==> config.mk <==
export PLATFORM = sky130hd
export DESIGN_NAME = io_uart_ctrl
export DESIGN_NICKNAME = d
export VERILOG_FILES = /design/src/rtl/io_uart_ctrl.sv
export SDC_FILE = /design/constraint.sdc
export NUM_CORES = 1
export LEC_CHECK = 0
export BUFFER_PORTS_ARGS = -buffer_cell sky130_fd_sc_hd__buf_2
export CAP_MARGIN = 15
export CORE_ASPECT_RATIO = 1.25
export CORE_MARGIN = 2
export CORE_UTILIZATION = 55
export CTS_BUF_LIST = sky130_fd_sc_hd__clkbuf_8 sky130_fd_sc_hd__clkbuf_16
export CTS_CLUSTER_DIAMETER = 50
export DETAILED_ROUTE_END_ITERATION = 8
export PLACE_DENSITY = 0.75
export SYNTH_ARGS = -nofsm -noshare
export SYNTH_HDL_FRONTEND = slang
export SYNTH_SLANG_ARGS = --single-unit
==> constraint.sdc <==
create_clock -name clk -period 4.3 [get_ports clk]
set_clock_uncertainty 0.05 [all_clocks]
set_input_delay 0.43 -clock clk [delete_from_list [all_inputs] [get_ports clk]]
set_output_delay 0.43 -clock clk [all_outputs]
set_load 0.005 [all_outputs]
==> src/rtl/io_uart_ctrl.sv <==
// io_uart_ctrl: bridges io_core byte-sized requests to a UART byte stream.
// Ports: io_* request/accept/done handshake and data; uart_rx_* in
//   (buffered in an RX_DEPTH byte FIFO), uart_tx_* out (valid/ready);
//   rx_overflow is a sticky flag for a dropped received byte.
module io_uart_ctrl #(
  parameter int RX_DEPTH = 16
) (
  input  logic        clk,
  input  logic        rst,
  input  logic        io_order,
  output logic        io_accepted,
  output logic        io_done,
  input  logic        io_write_flag,
  input  logic [1:0]  io_size,
  input  logic [31:0] io_o_data,
  output logic [31:0] io_i_data,
  input  logic        uart_rx_valid,
  input  logic [7:0]  uart_rx_data,
  output logic        uart_tx_valid,
  output logic [7:0]  uart_tx_data,
  input  logic        uart_tx_ready,
  output logic        rx_overflow
);

  localparam int AW = (RX_DEPTH > 1) ? $clog2(RX_DEPTH) : 1;
  localparam logic [AW:0] FULL_CNT = (AW+1)'(RX_DEPTH);

  typedef enum logic [1:0] {
    S_IDLE,
    S_TX,
    S_RX,
    S_DONE
  } state_t;

  state_t r_state;
  state_t w_next;

  logic [31:0]   r_wdata;
  logic [31:0]   r_rdata;
  logic [1:0]    r_last;
  logic [1:0]    r_idx;
  logic [7:0]    r_mem [RX_DEPTH];
  logic [AW-1:0] r_wptr;
  logic [AW-1:0] r_rptr;
  logic [AW:0]   r_count;
  logic          r_ovf;

  logic       w_empty;
  logic       w_full;
  logic       w_push;
  logic       w_pop;
  logic       w_drop;
  logic       w_tx_fire;
  logic [7:0] w_pop_byte;

  assign w_empty    = (r_count == '0);
  assign w_full     = (r_count == FULL_CNT);
  assign w_pop      = (r_state == S_RX) && !w_empty;
  // A pop in the same cycle frees the slot, so a full FIFO still accepts.
  assign w_push     = uart_rx_valid && !rst && (!w_full || w_pop);
  assign w_drop     = uart_rx_valid && w_full && !w_pop;
  assign w_tx_fire  = uart_tx_valid && uart_tx_ready;
  assign w_pop_byte = r_mem[r_rptr];

  assign io_i_data    = r_rdata;
  assign rx_overflow  = r_ovf;
  // r_wdata shifts right per sent byte, so the current byte is always [7:0].
  assign uart_tx_data = uart_tx_valid ? r_wdata[7:0] : 8'h00;

  always_ff @(posedge clk or posedge rst) begin
    if (rst) r_state <= S_IDLE;
    else     r_state <= w_next;
  end

  always_comb begin
    w_next        = r_state;
    io_accepted   = 1'b0;
    io_done       = 1'b0;
    uart_tx_valid = 1'b0;
    unique case (r_state)
      S_IDLE: begin
        if (io_order && !rst) begin
          io_accepted = 1'b1;
          w_next      = io_write_flag ? S_TX : S_RX;
        end
      end
      S_TX: begin
        uart_tx_valid = 1'b1;
        if (uart_tx_ready && (r_idx == r_last)) w_next = S_DONE;
      end
      S_RX: begin
        if (!w_empty && (r_idx == r_last)) w_next = S_DONE;
      end
      S_DONE: begin
        io_done = 1'b1;
        w_next  = S_IDLE;
      end
      default: w_next = S_IDLE;
    endcase
  end

  always_ff @(posedge clk or posedge rst) begin
    if (rst) begin
      r_wdata <= '0;
      r_rdata <= '0;
      r_last  <= '0;
      r_idx   <= '0;
    end else if (io_accepted) begin
      r_wdata <= io_o_data;
      r_idx   <= '0;
      unique case (io_size)
        2'd0:    r_last <= 2'd0;
        2'd1:    r_last <= 2'd1;
        default: r_last <= 2'd3;
      endcase
      if (!io_write_flag) r_rdata <= '0;
    end else if (w_tx_fire) begin
      r_wdata <= r_wdata >> 8;
      r_idx   <= r_idx + 2'd1;
    end else if (w_pop) begin
      r_rdata[{r_idx, 3'b000} +: 8] <= w_pop_byte;
      r_idx <= r_idx + 2'd1;
    end
  end

  always_ff @(posedge clk or posedge rst) begin
    if (rst) begin
      r_wptr  <= '0;
      r_rptr  <= '0;
      r_count <= '0;
      r_ovf   <= 1'b0;
    end else begin
      if (w_push) r_wptr <= r_wptr + 1'b1;
      if (w_pop)  r_rptr <= r_rptr + 1'b1;
      if (w_push && !w_pop)      r_count <= r_count + 1'b1;
      else if (!w_push && w_pop) r_count <= r_count - 1'b1;
      if (w_drop) r_ovf <= 1'b1;
    end
  end

  // Storage needs no reset: occupancy alone decides what is readable.
  always_ff @(posedge clk) begin
    if (w_push) r_mem[r_wptr] <= uart_rx_data;
  end

endmodule
# ---- After elaboration in Yosys (flattened, before gate mapping)
# Memory sizes are Yosys's and may differ from the RTL's.
# Cells that the tools add are included.
dict set report word_totals {
  reg_bits 84
  mem_bits_rw 128
  input_bits 48
  output_inout_bits 44
  word_cells 80
  n_memories 1
}
dict set report classes {
  add_sub_neg 6
  eq_ne 11
  n_shift 2
  mux 25
  reduce_logical 26
}
# name depth width rd rd_ports_with_merged_regs wr line
set mem_list {}
lappend mem_list {r_mem 16 8 1 0 1 42} ;# logic [7:0] r_mem [RX_DEPTH];
# op n
set ops {}
lappend ops {{2-to-1 mux 32 bit} 6}
lappend ops {{bitwise mux 32 bit} 1}
lappend ops {{variable shift 8 x 7 -> 32 bit, first input constant} 1}
lappend ops {{indexed part select 8 x 7 -> 32 bit} 1}
lappend ops {{2-to-1 mux 2 bit} 7}
lappend ops {{logical AND 1 bit} 11}
lappend ops {{2-to-1 mux 5 bit} 2}
lappend ops {{adder 4 x 1 -> 4 bit, second input constant} 2}
lappend ops {{2-to-1 mux 8 bit} 1}
lappend ops {{!= test 2 bit, second input constant} 4}
lappend ops {{case mux 2 bit (4 select lines)} 1}
lappend ops {{negator 5 -> 7 bit} 1}
lappend ops {{2-to-1 mux 1 bit} 6}
lappend ops {{AND reduction 3 bit} 2}
lappend ops {{nonzero test 2 bit} 3}
lappend ops {{adder 5 x 1 -> 5 bit, second input constant} 1}
lappend ops {{equality test 5 bit, second input constant} 1}
lappend ops {{zero test 1 bit} 5}
lappend ops {{zero test 5 bit} 1}
lappend ops {{subtractor 5 x 1 -> 5 bit, second input constant} 1}
lappend ops {{equality test 2 x 1 -> 1 bit, second input constant} 2}
lappend ops {{equality test 2 bit, second input constant} 2}
lappend ops {{zero test 2 bit} 2}
lappend ops {{case mux 2 bit (2 select lines)} 1}
lappend ops {{5 further kinds} 5}

# ---- Longest topological paths before layout
dict set report depth {
  depth_word 9
  depth_mapped 12
  ltp_nobuf 11
}

# ---- Worst setup path before layout
# OpenSTA, ideal clock, no wires.
dict set report synth_timing {
  kind {register -> register}
  from {register r_state[0]}
  to {register r_count[4]}
  setup_time_ns 0.133
  arrival_time_ns 2.751
  t_required_ns 4.117
  slack_ns 1.366
  stages_incl_launch_ff 13
  n_path_buf 1
  synth_period_minus_slack_ns 2.934
  cell_sequence {dfrtp_1 -> inv_1 -> ha_1 -> inv_1 -> a311oi_1 -> clkbuf_1 -> ha_1 -> inv_1 -> fa_1 -> a21o_1 -> a21oi_1 -> mux2i_1 -> xnor2_1}
}
dict set report synth_via {
  elab_chain_len 7
  word_cells_on_any_way 10
  cone_classes {eq/ne (1); mux (1); reduce/logical (8)}
}
# element line
set synth_lines {}
lappend synth_lines {{from (decl)} 35} ;# state_t r_state;
lappend synth_lines {{from (signal assigned)} 72} ;# else r_state <= w_next;
lappend synth_lines {{equality test 2 bit (*)} 58} ;# assign w_pop = (r_state == S_RX) && !w_empty;
lappend synth_lines {{logical AND 1 bit (*)} 58}
lappend synth_lines {{logical OR 1 bit (*)} 60} ;# assign w_push = uart_rx_valid && !rst && (!w_full || w_pop);
lappend synth_lines {{logical AND 1 bit (*)} 60}
lappend synth_lines {{via w_push} 50} ;# logic w_push;
lappend synth_lines {{zero test 1 bit} 136} ;# else if (!w_push && w_pop) r_count <= r_count - 1'b1;
lappend synth_lines {{logical AND 1 bit} 136}
lappend synth_lines {{nonzero test 2 bit (no source line)} n/a}
lappend synth_lines {{to (signal assigned)} 135} ;# if (w_push && !w_pop) r_count <= r_count + 1'b1;
lappend synth_lines {{to (signal assigned)} 136}
lappend synth_lines {{to (decl)} 45} ;# logic [AW:0] r_count;
# The timed path passes the listed nets; every way through them passes the cells marked *.
# A chain may end at the register's enable or synchronous reset.

# ---- Final worst setup path
dict set report layout_timing {
  from {register r_state[0]}
  to {output io_accepted}
}
dict set report layout_via {
  elab_chain_len 2
}
# element line
set layout_lines {}
lappend layout_lines {{zero test 2 bit} 80} ;# unique case (r_state)
lappend layout_lines {{2-to-1 mux 1 bit} 80}
lappend layout_lines {{to (decl)} 11} ;# output logic io_accepted,
# No other way between the ends.

==> flow_metrics.tcl <==
set metrics [dict create \
    synth_warnings 0 \
    hold_ws_ns 0.0664 \
    hp-class "input port to flip-flop" \
    syn_nets 702 \
    place_ws_ns 1.34 \
    first_pass_iters 5 \
    wirelength_mm 19.3 \
    clock_latency_ns 0.50 \
    tightest_slew_ns 0.996 \
    start_util_pct 55.6 \
    fin_tns_setup_ns 0 \
    num_io_pins 92 \
    die_y_um 149 \
    synth_edf_count 128 \
    dr.first_iter.drc_count 433 \
    ys_seq_area_share_pct 64.0 \
    drc 0 \
    total_power_mw 7.10 \
    cts.clk_slew.worst_paths_ns 0.06 \
    synth_cells 636 \
    cts_sinks 212 \
    syn_area_um2 9290 \
    slew_headroom_pct 33.6 \
    hp-start "io_o_data[27]" \
    grt_start_max_net_pins 63 \
    portBuffers 91 \
    final.setup.worst_slack_ns 1.30 \
    num_antenna_cells 0 \
    timing.max_cap.violations 0 \
    die_w_um 120 \
    drtAntennaViolNets 0 \
    placed_cells 919 \
    cp-start-kind "flip-flop" \
    cts_tree "done" \
    antenna_found_initial 0 \
    postCtsSetupBuffers 0 \
    synthDistinctLibCells 42 \
    wl_met2_mm 9.97 \
    core_um2 16700 \
    synthFlopType "edfxtp_1" \
    slew_violations 0 \
    path_class "flip-flop to output pin" \
    vias 5753 \
    r2r_start "r_state[0]" \
    cts_hold_buf 0 \
    dr_wl_met3_um 969 \
    fin_nets 790 \
    crit_top_cell "inv_1" \
    final.period_utilization_pct 69.8 \
    synth_seq_cells 212 \
    cts_buffer_depth 3 \
    grt.overflow.total 0 \
    p_leak_nw 4.53 \
    status "complete, no violations" \
    timing.fmax_mhz 333 \
    die_area_um2 18000 \
    cp.required_ns 3.82 \
    via_per_inst 5.99 \
    fin_area_um2 10600 \
    cp_max_fo 62 \
    powerDensity_nw_per_um2 668 \
    async_flop_share_pct 39.6 \
    stdcell_count 960 \
    critPathCaptureType "output pin" \
    slowest_delay_ns 0.51 \
    placed_area_um2 9930 \
    ir_drop_mv 0.368 \
    cp.arrival_ns 2.52 \
    cp_cell_sequence "inv_1, ha_1, nand3b_1, buf_4, inv_1, buf_2" \
    syn_to_final_growth_pct 14.4 \
    htree_levels 1 \
    grt_pass1_wl_mm 30.6 \
    numCtsBuffers 22 \
    routed.top_layer "met4" \
    gr-usage-all-layers_pct 21.7 \
    cts_root_buffer "clkbuf_16" \
    wl_per_cell_um 20.1 \
    fin_util_pct 63.6 \
    dp_hpwl_mm 12.8 \
    fin_crit_ns 3.00 \
    grt_pass1_vias 5762 \
    critical_path.slowest_cell "buf_4" \
    m1WireLength_mm 7.99 \
    hold_viol 0 \
    syn-mean-instance-area_um2 14.6 \
    crit_path_start "r_state[0]" \
    gp_congestion 0.752 \
    placementRows 53 \
    n_fill_cell 1247 \
    cts-resized-gates 0 \
    setup_viol 0 \
    final_layout_size_suffix_gt1_share_pct 25.3 \
    rsz0062_at_grt "no" \
]
## cells by family (layout without fill, tap and decap cells)
group	count (synthesis)	count (layout)	synth area share [%]
flops	212	212	64.0
simple gates	172	172	9.87
compound gates	81	81	6.69
mux	76	76	12.5
buf+inv	65	169	3.27
fa+ha+maj	18	18	2.50
xor+xnor	12	12	1.13
## synthesized netlist by cell type, drive strengths merged, types with 2 or more instances
master	instances	area (um^2)
o21ai	7	35.0
mux2	3	33.8
a21oi	32	205
nand2	31	116
dfrtp	84	2100
nor2	32	120
a211o	32	280
a21o	2	15.0
nand3b	2	15.0
mux4	32	721
and2	13	81.3
nor3	6	30.0
buf	18	128
mux2i	41	410
nand3	11	55.1
edfxtp	128	3840
inv	20	75.1
nor4	65	407
xnor2	11	96.3
nor4b	4	35.0
ha	17	213
clkbuf	27	101
nand4	3	18.8
## metal layers
metal	GRT usage, %	up-vias
met5	0	-
met4	5.76	0
met3	2.94	29
met2	38.3	183
met1	28.4	2898
li1	-	2643
## path summary, 6_finish.rpt
| path | depth (start not counted) | end | slack (ns) |
|---|---|---|---|
| max | 6 | io_accepted | 1.30 |
| min | 3 | r_wdata[27] | 0.07 |
| max reg2reg | 12 | r_count[4] | 1.30 |
| min reg2reg | 1 | io_i_data[6] | 0.43 |
| max in group asynchronous | 3 | r_wdata[22] | 3.19 |
| min in group asynchronous | 2 | r_state[1] | 0.10 |
## cell usage in the layout, fill, tap and decap left out, types with 2 or more instances in the layout
cell type | netlist | layout
and2_1 | 13 | 13
clkinv_1 | 0 | 3
buf_2 | 6 | 91
dfrtp_2 | 0 | 2
mux2_2 | 3 | 3
clkinvlp_2 | 0 | 2
nor2_1 | 32 | 32
nand3_1 | 11 | 11
a21o_1 | 2 | 2
nand3b_1 | 2 | 2
inv_1 | 20 | 23
ha_1 | 17 | 17
a211o_1 | 32 | 32
clkbuf_16 | 0 | 22
a21oi_4 | 4 | 4
o21ai_0 | 7 | 7
mux2i_1 | 41 | 41
xnor2_1 | 11 | 11
dfrtp_1 | 84 | 82
nor4b_1 | 4 | 4
nand4_1 | 3 | 3
a21oi_1 | 28 | 28
buf_4 | 4 | 17
nand2_1 | 31 | 30
edfxtp_1 | 128 | 128
clkinv_8 | 0 | 2
nor3_1 | 6 | 6
nor4_1 | 65 | 65
clkinv_2 | 0 | 5
mux4_2 | 32 | 32
## area by class of cell
class	count	area, um^2	share of cell area [%]
clock buffers	22	551	5.18
clock inverters	18	135	1.27
inverters	20	76.3	0.718
multi-input cells	359	3040	28.6
flip-flops and latches	212	5950	55.9
well taps	220	275	2.59
repair buffers	109	603	5.67
## worst max-delay path: cells and delay by family (launching register included)
family | cells | cell delay, ns
buf+inv | 4 | 1.17
flops | 1 | 0.39
fa+ha+maj | 1 | 0.25
simple gates | 1 | 0.20
## flip-flops by register name, summed over array words and instances (netlist names)
signal / flops
r_count: 5
r_last: 2
r_state: 2
r_rptr: 4
r_idx: 2
r_wptr: 4
rx_overflow: 1
r_wdata: 32
r_mem: 128
io_i_data: 32
## where the power goes
| part | total (mW) | switching, mW | internal [mW] |
|---|---|---|---|
| sequential | 2.92 | 0.345 | 2.58 |
| combinational | 2.41 | 1.36 | 1.05 |
| clock | 1.77 | 0.764 | 1.00 |
Note: power is estimated with default switching activity, not from simulation.
